<file path="config.mk">
export PLATFORM = sky130hd
export DESIGN_NAME = type_decoder_pipe
export DESIGN_NICKNAME = d
export VERILOG_FILES = /design/src/rtl/type_decoder_pkg.sv /design/src/rtl/opcode_classifier.sv /design/src/rtl/type_decoder_pipe.sv
export SDC_FILE = /design/constraint.sdc
export NUM_CORES = 1
export LEC_CHECK = 0
export ABC_AREA = 1
export CAP_MARGIN = 25
export CELL_PAD_IN_SITES_DETAIL_PLACEMENT = 1
export CELL_PAD_IN_SITES_GLOBAL_PLACEMENT = 2
export CORE_ASPECT_RATIO = 1.1
export CORE_MARGIN = 1.5
export CORE_UTILIZATION = 37
export DETAILED_ROUTE_END_ITERATION = 8
export DONT_BUFFER_PORTS = 1
export PLACE_DENSITY = 0.84
export SETUP_SLACK_MARGIN = 0.15
export SLEW_MARGIN = 10
export SYNTH_ARGS = -nofsm -noshare
export SYNTH_HDL_FRONTEND = slang
export SYNTH_SLANG_ARGS = --single-unit
</file>
<file path="constraint.sdc">
create_clock -name clk -period 3.6 [get_ports clk]
set_input_delay 0.9 -clock clk [delete_from_list [all_inputs] [get_ports clk]]
set_output_delay 0.9 -clock clk [all_outputs]
set_load 0.05 [all_outputs]
</file>
<file path="src/rtl/type_decoder_pkg.sv">
`default_nettype none
// ============================================================================
//  Module   : type_decoder_pkg
//  Brief    : Shared opcode constants and one-hot type-vector bit indices
//             for the RV32I registered decode stage.
//  Revision : 1.0 - initial release
// ============================================================================
package type_decoder_pkg;

  // Width of the one-hot instruction-type vector
  localparam int NTYPES = 10;

  // RV32I major opcodes (instr[6:0]) recognised by the decoder
  localparam logic [6:0] OPC_R      = 7'h33;
  localparam logic [6:0] OPC_LOAD   = 7'h03;
  localparam logic [6:0] OPC_OPIMM  = 7'h13;
  localparam logic [6:0] OPC_JALR   = 7'h67;
  localparam logic [6:0] OPC_STORE  = 7'h23;
  localparam logic [6:0] OPC_BRANCH = 7'h63;
  localparam logic [6:0] OPC_AUIPC  = 7'h17;
  localparam logic [6:0] OPC_LUI    = 7'h37;
  localparam logic [6:0] OPC_JAL    = 7'h6F;

  // Bit position of each class inside the one-hot type vector
  typedef enum logic [3:0] {
    T_R       = 4'd0,
    T_I_LW    = 4'd1,
    T_I_ADDI  = 4'd2,
    T_I_JALR  = 4'd3,
    T_S       = 4'd4,
    T_SB      = 4'd5,
    T_U_AUIPC = 4'd6,
    T_U_LUI   = 4'd7,
    T_UJ      = 4'd8,
    T_ILLEGAL = 4'd9
  } instr_type_e;

endpackage : type_decoder_pkg
`default_nettype wire

</file>
<file path="src/rtl/opcode_classifier.sv">
`default_nettype none
// ============================================================================
//  Module   : opcode_classifier
//  Brief    : Combinational opcode -> one-hot type vector. Every opcode not
//             in the RV32I subset maps to the illegal class, so exactly one
//             output bit is always set.
//  Revision : 1.0 - initial release
// ============================================================================
module opcode_classifier
  import type_decoder_pkg::*;
(
  input  logic [6:0]        i_opcode,
  output logic [NTYPES-1:0] o_type
);

  // One-hot class select; default arm catches every unknown opcode
  always_comb begin
    o_type = '0;
    case (i_opcode)
      OPC_R:      o_type[T_R]       = 1'b1;
      OPC_LOAD:   o_type[T_I_LW]    = 1'b1;
      OPC_OPIMM:  o_type[T_I_ADDI]  = 1'b1;
      OPC_JALR:   o_type[T_I_JALR]  = 1'b1;
      OPC_STORE:  o_type[T_S]       = 1'b1;
      OPC_BRANCH: o_type[T_SB]      = 1'b1;
      OPC_AUIPC:  o_type[T_U_AUIPC] = 1'b1;
      OPC_LUI:    o_type[T_U_LUI]   = 1'b1;
      OPC_JAL:    o_type[T_UJ]      = 1'b1;
      default:    o_type[T_ILLEGAL] = 1'b1;
    endcase
  end

endmodule : opcode_classifier
`default_nettype wire

</file>
<file path="src/rtl/type_decoder_pipe.sv">
`default_nettype none
// ============================================================================
//  Module   : type_decoder_pipe
//  Brief    : Registered RV32I decode stage between IF and ID/EX. Each beat
//             is classified on entry and stored with its decode in a two-entry
//             (main + skid) buffer, giving full throughput with a registered
//             in_ready. Flush drops all buffered beats.
//  Options  : TYPE_DECODER_TRAP_EN - delivering an illegal beat pulses trap
//             for one cycle and halts intake until the next flush.
//  Revision : 1.0 - initial release
// ============================================================================
module type_decoder_pipe #(
  parameter int ILEN   = 32,
  parameter int PC_W   = 32,
  parameter int NTYPES = 10
) (
  input  logic              clk,
  input  logic              rst_n,
  input  logic              flush,
  input  logic              in_valid,
  output logic              in_ready,
  input  logic [ILEN-1:0]   in_instr,
  input  logic [PC_W-1:0]   in_pc,
  output logic              out_valid,
  input  logic              out_ready,
  output logic [ILEN-1:0]   out_instr,
  output logic [PC_W-1:0]   out_pc,
  output logic [NTYPES-1:0] out_type,
  output logic [4:0]        out_rd,
  output logic [4:0]        out_rs1,
  output logic [4:0]        out_rs2,
  output logic [2:0]        out_funct3,
  output logic [6:0]        out_funct7,
  output logic              trap
);

  import type_decoder_pkg::*;

  // Decode of the incoming word, stored alongside it on accept
  logic [NTYPES-1:0] w_in_type;

  opcode_classifier u_classifier (
    .i_opcode (in_instr[6:0]),
    .o_type   (w_in_type)
  );

  logic              r_main_valid;
  logic [ILEN-1:0]   r_main_instr;
  logic [PC_W-1:0]   r_main_pc;
  logic [NTYPES-1:0] r_main_type;
  logic              r_skid_valid;
  logic [ILEN-1:0]   r_skid_instr;
  logic [PC_W-1:0]   r_skid_pc;
  logic [NTYPES-1:0] r_skid_type;
  logic              r_in_ready;
  logic              r_halt;
  logic              r_trap;

  logic w_accept;
  logic w_deliver;
  logic w_main_free;
  logic w_main_valid_nxt;
  logic w_skid_valid_nxt;
  logic w_halt_nxt;
  logic w_trap_nxt;

  assign w_accept  = in_valid && r_in_ready;
  assign w_deliver = r_main_valid && out_ready;

`ifdef TYPE_DECODER_TRAP_EN
  // An illegal beat leaving main raises a one-cycle trap and freezes intake
  assign w_trap_nxt = w_deliver && r_main_type[T_ILLEGAL];
  assign w_halt_nxt = r_halt || w_trap_nxt;
`else
  assign w_trap_nxt = 1'b0;
  assign w_halt_nxt = 1'b0;
`endif

  // Occupancy update: main refills from skid first, then from the input
  always_comb begin
    w_main_free      = !r_main_valid || w_deliver;
    w_main_valid_nxt = r_main_valid;
    w_skid_valid_nxt = r_skid_valid;
    if (w_main_free) begin
      w_main_valid_nxt = r_skid_valid || w_accept;
      w_skid_valid_nxt = r_skid_valid && w_accept;
    end else if (w_accept) begin
      w_skid_valid_nxt = 1'b1;
    end
  end

  // Buffer state, payload movement and registered ready; reset beats flush
  always_ff @(posedge clk) begin
    if (!rst_n) begin
      r_main_valid <= 1'b0;
      r_main_instr <= '0;
      r_main_pc    <= '0;
      r_main_type  <= '0;
      r_skid_valid <= 1'b0;
      r_skid_instr <= '0;
      r_skid_pc    <= '0;
      r_skid_type  <= '0;
      r_in_ready   <= 1'b1;
      r_halt       <= 1'b0;
      r_trap       <= 1'b0;
    end else if (flush) begin
      // Payload may go stale, but the type vector must read empty
      r_main_valid <= 1'b0;
      r_main_type  <= '0;
      r_skid_valid <= 1'b0;
      r_skid_type  <= '0;
      r_in_ready   <= 1'b1;
      r_halt       <= 1'b0;
      r_trap       <= 1'b0;
    end else begin
      r_main_valid <= w_main_valid_nxt;
      r_skid_valid <= w_skid_valid_nxt;
      r_halt       <= w_halt_nxt;
      r_trap       <= w_trap_nxt;
      r_in_ready   <= !w_skid_valid_nxt && !w_halt_nxt;

      if (w_main_free) begin
        if (r_skid_valid) begin
          r_main_instr <= r_skid_instr;
          r_main_pc    <= r_skid_pc;
          r_main_type  <= r_skid_type;
        end else if (w_accept) begin
          r_main_instr <= in_instr;
          r_main_pc    <= in_pc;
          r_main_type  <= w_in_type;
        end else begin
          // Main drains empty: keep no type bit set while invalid
          r_main_type  <= '0;
        end
      end

      // Input lands in skid unless it went straight into an empty main
      if (w_accept && (!w_main_free || r_skid_valid)) begin
        r_skid_instr <= in_instr;
        r_skid_pc    <= in_pc;
        r_skid_type  <= w_in_type;
      end
    end
  end

  assign in_ready   = r_in_ready;
  assign out_valid  = r_main_valid;
  assign out_instr  = r_main_instr;
  assign out_pc     = r_main_pc;
  assign out_type   = r_main_type;
  assign out_rd     = r_main_instr[11:7];
  assign out_rs1    = r_main_instr[19:15];
  assign out_rs2    = r_main_instr[24:20];
  assign out_funct3 = r_main_instr[14:12];
  assign out_funct7 = r_main_instr[31:25];
  assign trap       = r_trap;

endmodule : type_decoder_pipe
`default_nettype wire

</file>
==> results.cfg <==
[timing]
finalSetupTns_ns = 0
finalSetupViolations = 0
maxSlewViolCount = 0
tightest_slew_ns = 1.02
slew_headroom_pct = 31.8
fin_worst_skew_ns = 0.00489
fmax_ghz = 0.420
hold_viol = 0
period_needed_ns = 2.38
period_share_pct = 66.1
rsz0062_at_grt = no

[yosys]
synth_fp_nets = 972
syn_avg_cell_area_um2 = 7.15
synthAdderAreaFrac_pct = 0
synth.distinct_cells = 21
yosys.area_share.xor_xnor_pct = 0
synthCells = 903
synth.area.mux_share_pct = 0
synth_compound_area_share_pct = 18.7
ys_seq_area_share_pct = 46.8
ys_ff_latch = 151
synth-simple-area-share_pct = 22.8
synth_top_family_by_area = simple AND/OR/NAND/NOR gates
ys.warnings.count = 0
syn_area_um2 = 6460

[global_route]
track_usage_pct = 20.4
grt_max_degree = 97
grt_pass1_vias = 5953
antenna_found_initial = 0
grt_overflow = 0
grt_pass1_wl_mm = 29.2

[floorplan]
dieArea_um2 = 18300
fp.dieH_um = 142
ioPinCount = 171
core_um2 = 17100
start_util_pct = 37.8
die_w_um = 129
rows = 50

[job]
cap_violations = 0

[drt]
met1Wirelength_mm = 7.46
dr.max_layer_used = met4
met3_length_mm = 1.42
wl_met2_mm = 8.98
drt_first_iter_violations = 203
ant_nets = 0
via_per_inst = 5.20
drt-total-wl_mm = 18.2
drc = 0
wl_per_cell_um = 16.7
dr.pass1.iters = 4
vias = 5640

[power]
ir_drop_v = 0.000358
pwr-share-comb_pct = 4.7
sw_frac_of_total_pct = 26.7
power.density_nw_per_um2 = 614
p_sw_w = 0.00113
intPower_w = 0.00312
power_leakage_nw = 2.78
pwr-share-clk_pct = 47.4
pwr-share-seq_pct = 47.8

[clock_tree]
clock_latency_ns = 0.42
clock-root-buffer = clkbuf_16
cts_hold_buf = 0
max-clock-path-buffers = 2
clock_sinks = 151
cts_buffers = 17
path_clk_slew_ns = 0.06
htree_num_levels = 4
cts_setup_buffers = 0
cts_tree = done
ctsResizeCount = 0

[finish]
post-route-util_pct = 40.5
n_antenna_cell = 0
drive_gt1_share_pct = 5.88
final_nets = 907
final_cell_mix = nand2_1, nor2_1, dfxtp_1, o21ai_0, a21oi_1
final_common_cell = nand2_1
synthToLayoutAreaGrowth_pct = 7.19

[setup_path]
path_class = in2reg
cp_data_required_time_ns = 3.86
path_max_fanout = 95
cp.arrival_ns = 2.64
endpoint_kind = flop
start_kind = input pin

[placement]
io_buffers = 0
hpwl_mm = 11.6
gp_congestion = 0.763

[outcome]
status = finished clean

[hold_path]
hp-class = reg2reg
-- area by class of cell --
| cell class | count | area [µm²] |
|---|---|---|
| fill | 2148 | 10200 |
| sequential | 151 | 3020 |
| multi-input combinational | 615 | 2700 |
| clock buffer | 19 | 443 |
| tap | 234 | 293 |
| clock inverter | 13 | 225 |
| inverter | 47 | 176 |
| timing repair buffer | 6 | 57.6 |
-- power groups by stage --
stage                     clock (W)  sequential [W]  combinational [W]
after floorplan                   0         0.00198           0.000276
after global placement            0         0.00207           0.000193
after detailed placement          0         0.00207           0.000202
after global routing        0.00212         0.00204           0.000235
final                       0.00202         0.00203           0.000201
after CTS                   0.00206         0.00203           0.000205
-- stage by stage --
step / total power [W] / worst slack, ns / cell area (µm²) / cells / hold WS (ns)
4_1_cts: 0.00430 / 1.23 / 6910 / 1084 / 0.448
5_1_grt: 0.00440 / 1.10 / 6920 / 1085 / 0.477
6_report: 0.00425 / 1.22 / 6920 / 1085 / 0.448
2_1_floorplan: 0.00226 / 1.79 / 6460 / 903 / 0.425
3_5_place_dp: 0.00227 / 0.865 / 6250 / 1052 / 0.440
3_3_place_gp: 0.00226 / 0.967 / 6250 / 1052 / 0.432
-- cell usage after synthesis (all sizes together) --
| cell type | number | area share [%] |
|---|---|---|
| conb | 1 | 0.058 |
| nand2 | 173 | 10 |
| nand3 | 39 | 3.0 |
| buf | 63 | 7.3 |
| inv | 47 | 2.7 |
| clkbuf | 27 | 1.6 |
| nor3 | 3 | 0.31 |
| nor2 | 158 | 9.2 |
| dfxtp | 151 | 47 |
| o21ai | 149 | 12 |
| a21oi | 92 | 7.2 |
-- cell families (layout without fill, tap and decap cells) --
kind of cell           after synthesis  after routing
and+or+nand+nor                    373            373
other                                1              1
DFF                                151            151
buffers and inverters              137             85
AOI/OAI and AO/OA                  241            241
-- critical path: stages --
cell,delay (ns)
inv_2,0.47
nand2_4,0.61
o21ai_0,0.47
a21oi_1,0.09
-- sequential cells by signal, summed over array words and instances (netlist names) --
register	count
r_skid_pc	32
out_type	10
out_valid	1
r_skid_type	10
out_pc	32
r_skid_instr	32
out_instr	32
in_ready	1
r_skid_valid	1
-- routing by layer --
layer  track usage (%)  vias to the layer above
li1                  -                     2753
met1              21.4                     2749
met2              36.3                      115
met3              7.88                       23
met4              8.28                        0
met5                 0                        -
-- worst paths after layout --
| kind | start | endpoint | slack (ns) | depth (start not counted) |
|---|---|---|---|---|
| max | flush | r_skid_pc[27] | 1.22 | 4 |
| min | r_skid_pc[13] | r_skid_pc[13] | 0.45 | 2 |
| max reg2reg | out_valid | r_skid_pc[27] | 1.23 | 5 |
| min reg2reg | r_skid_pc[13] | r_skid_pc[13] | 0.45 | 2 |
Power figures use the tool's default switching activity.
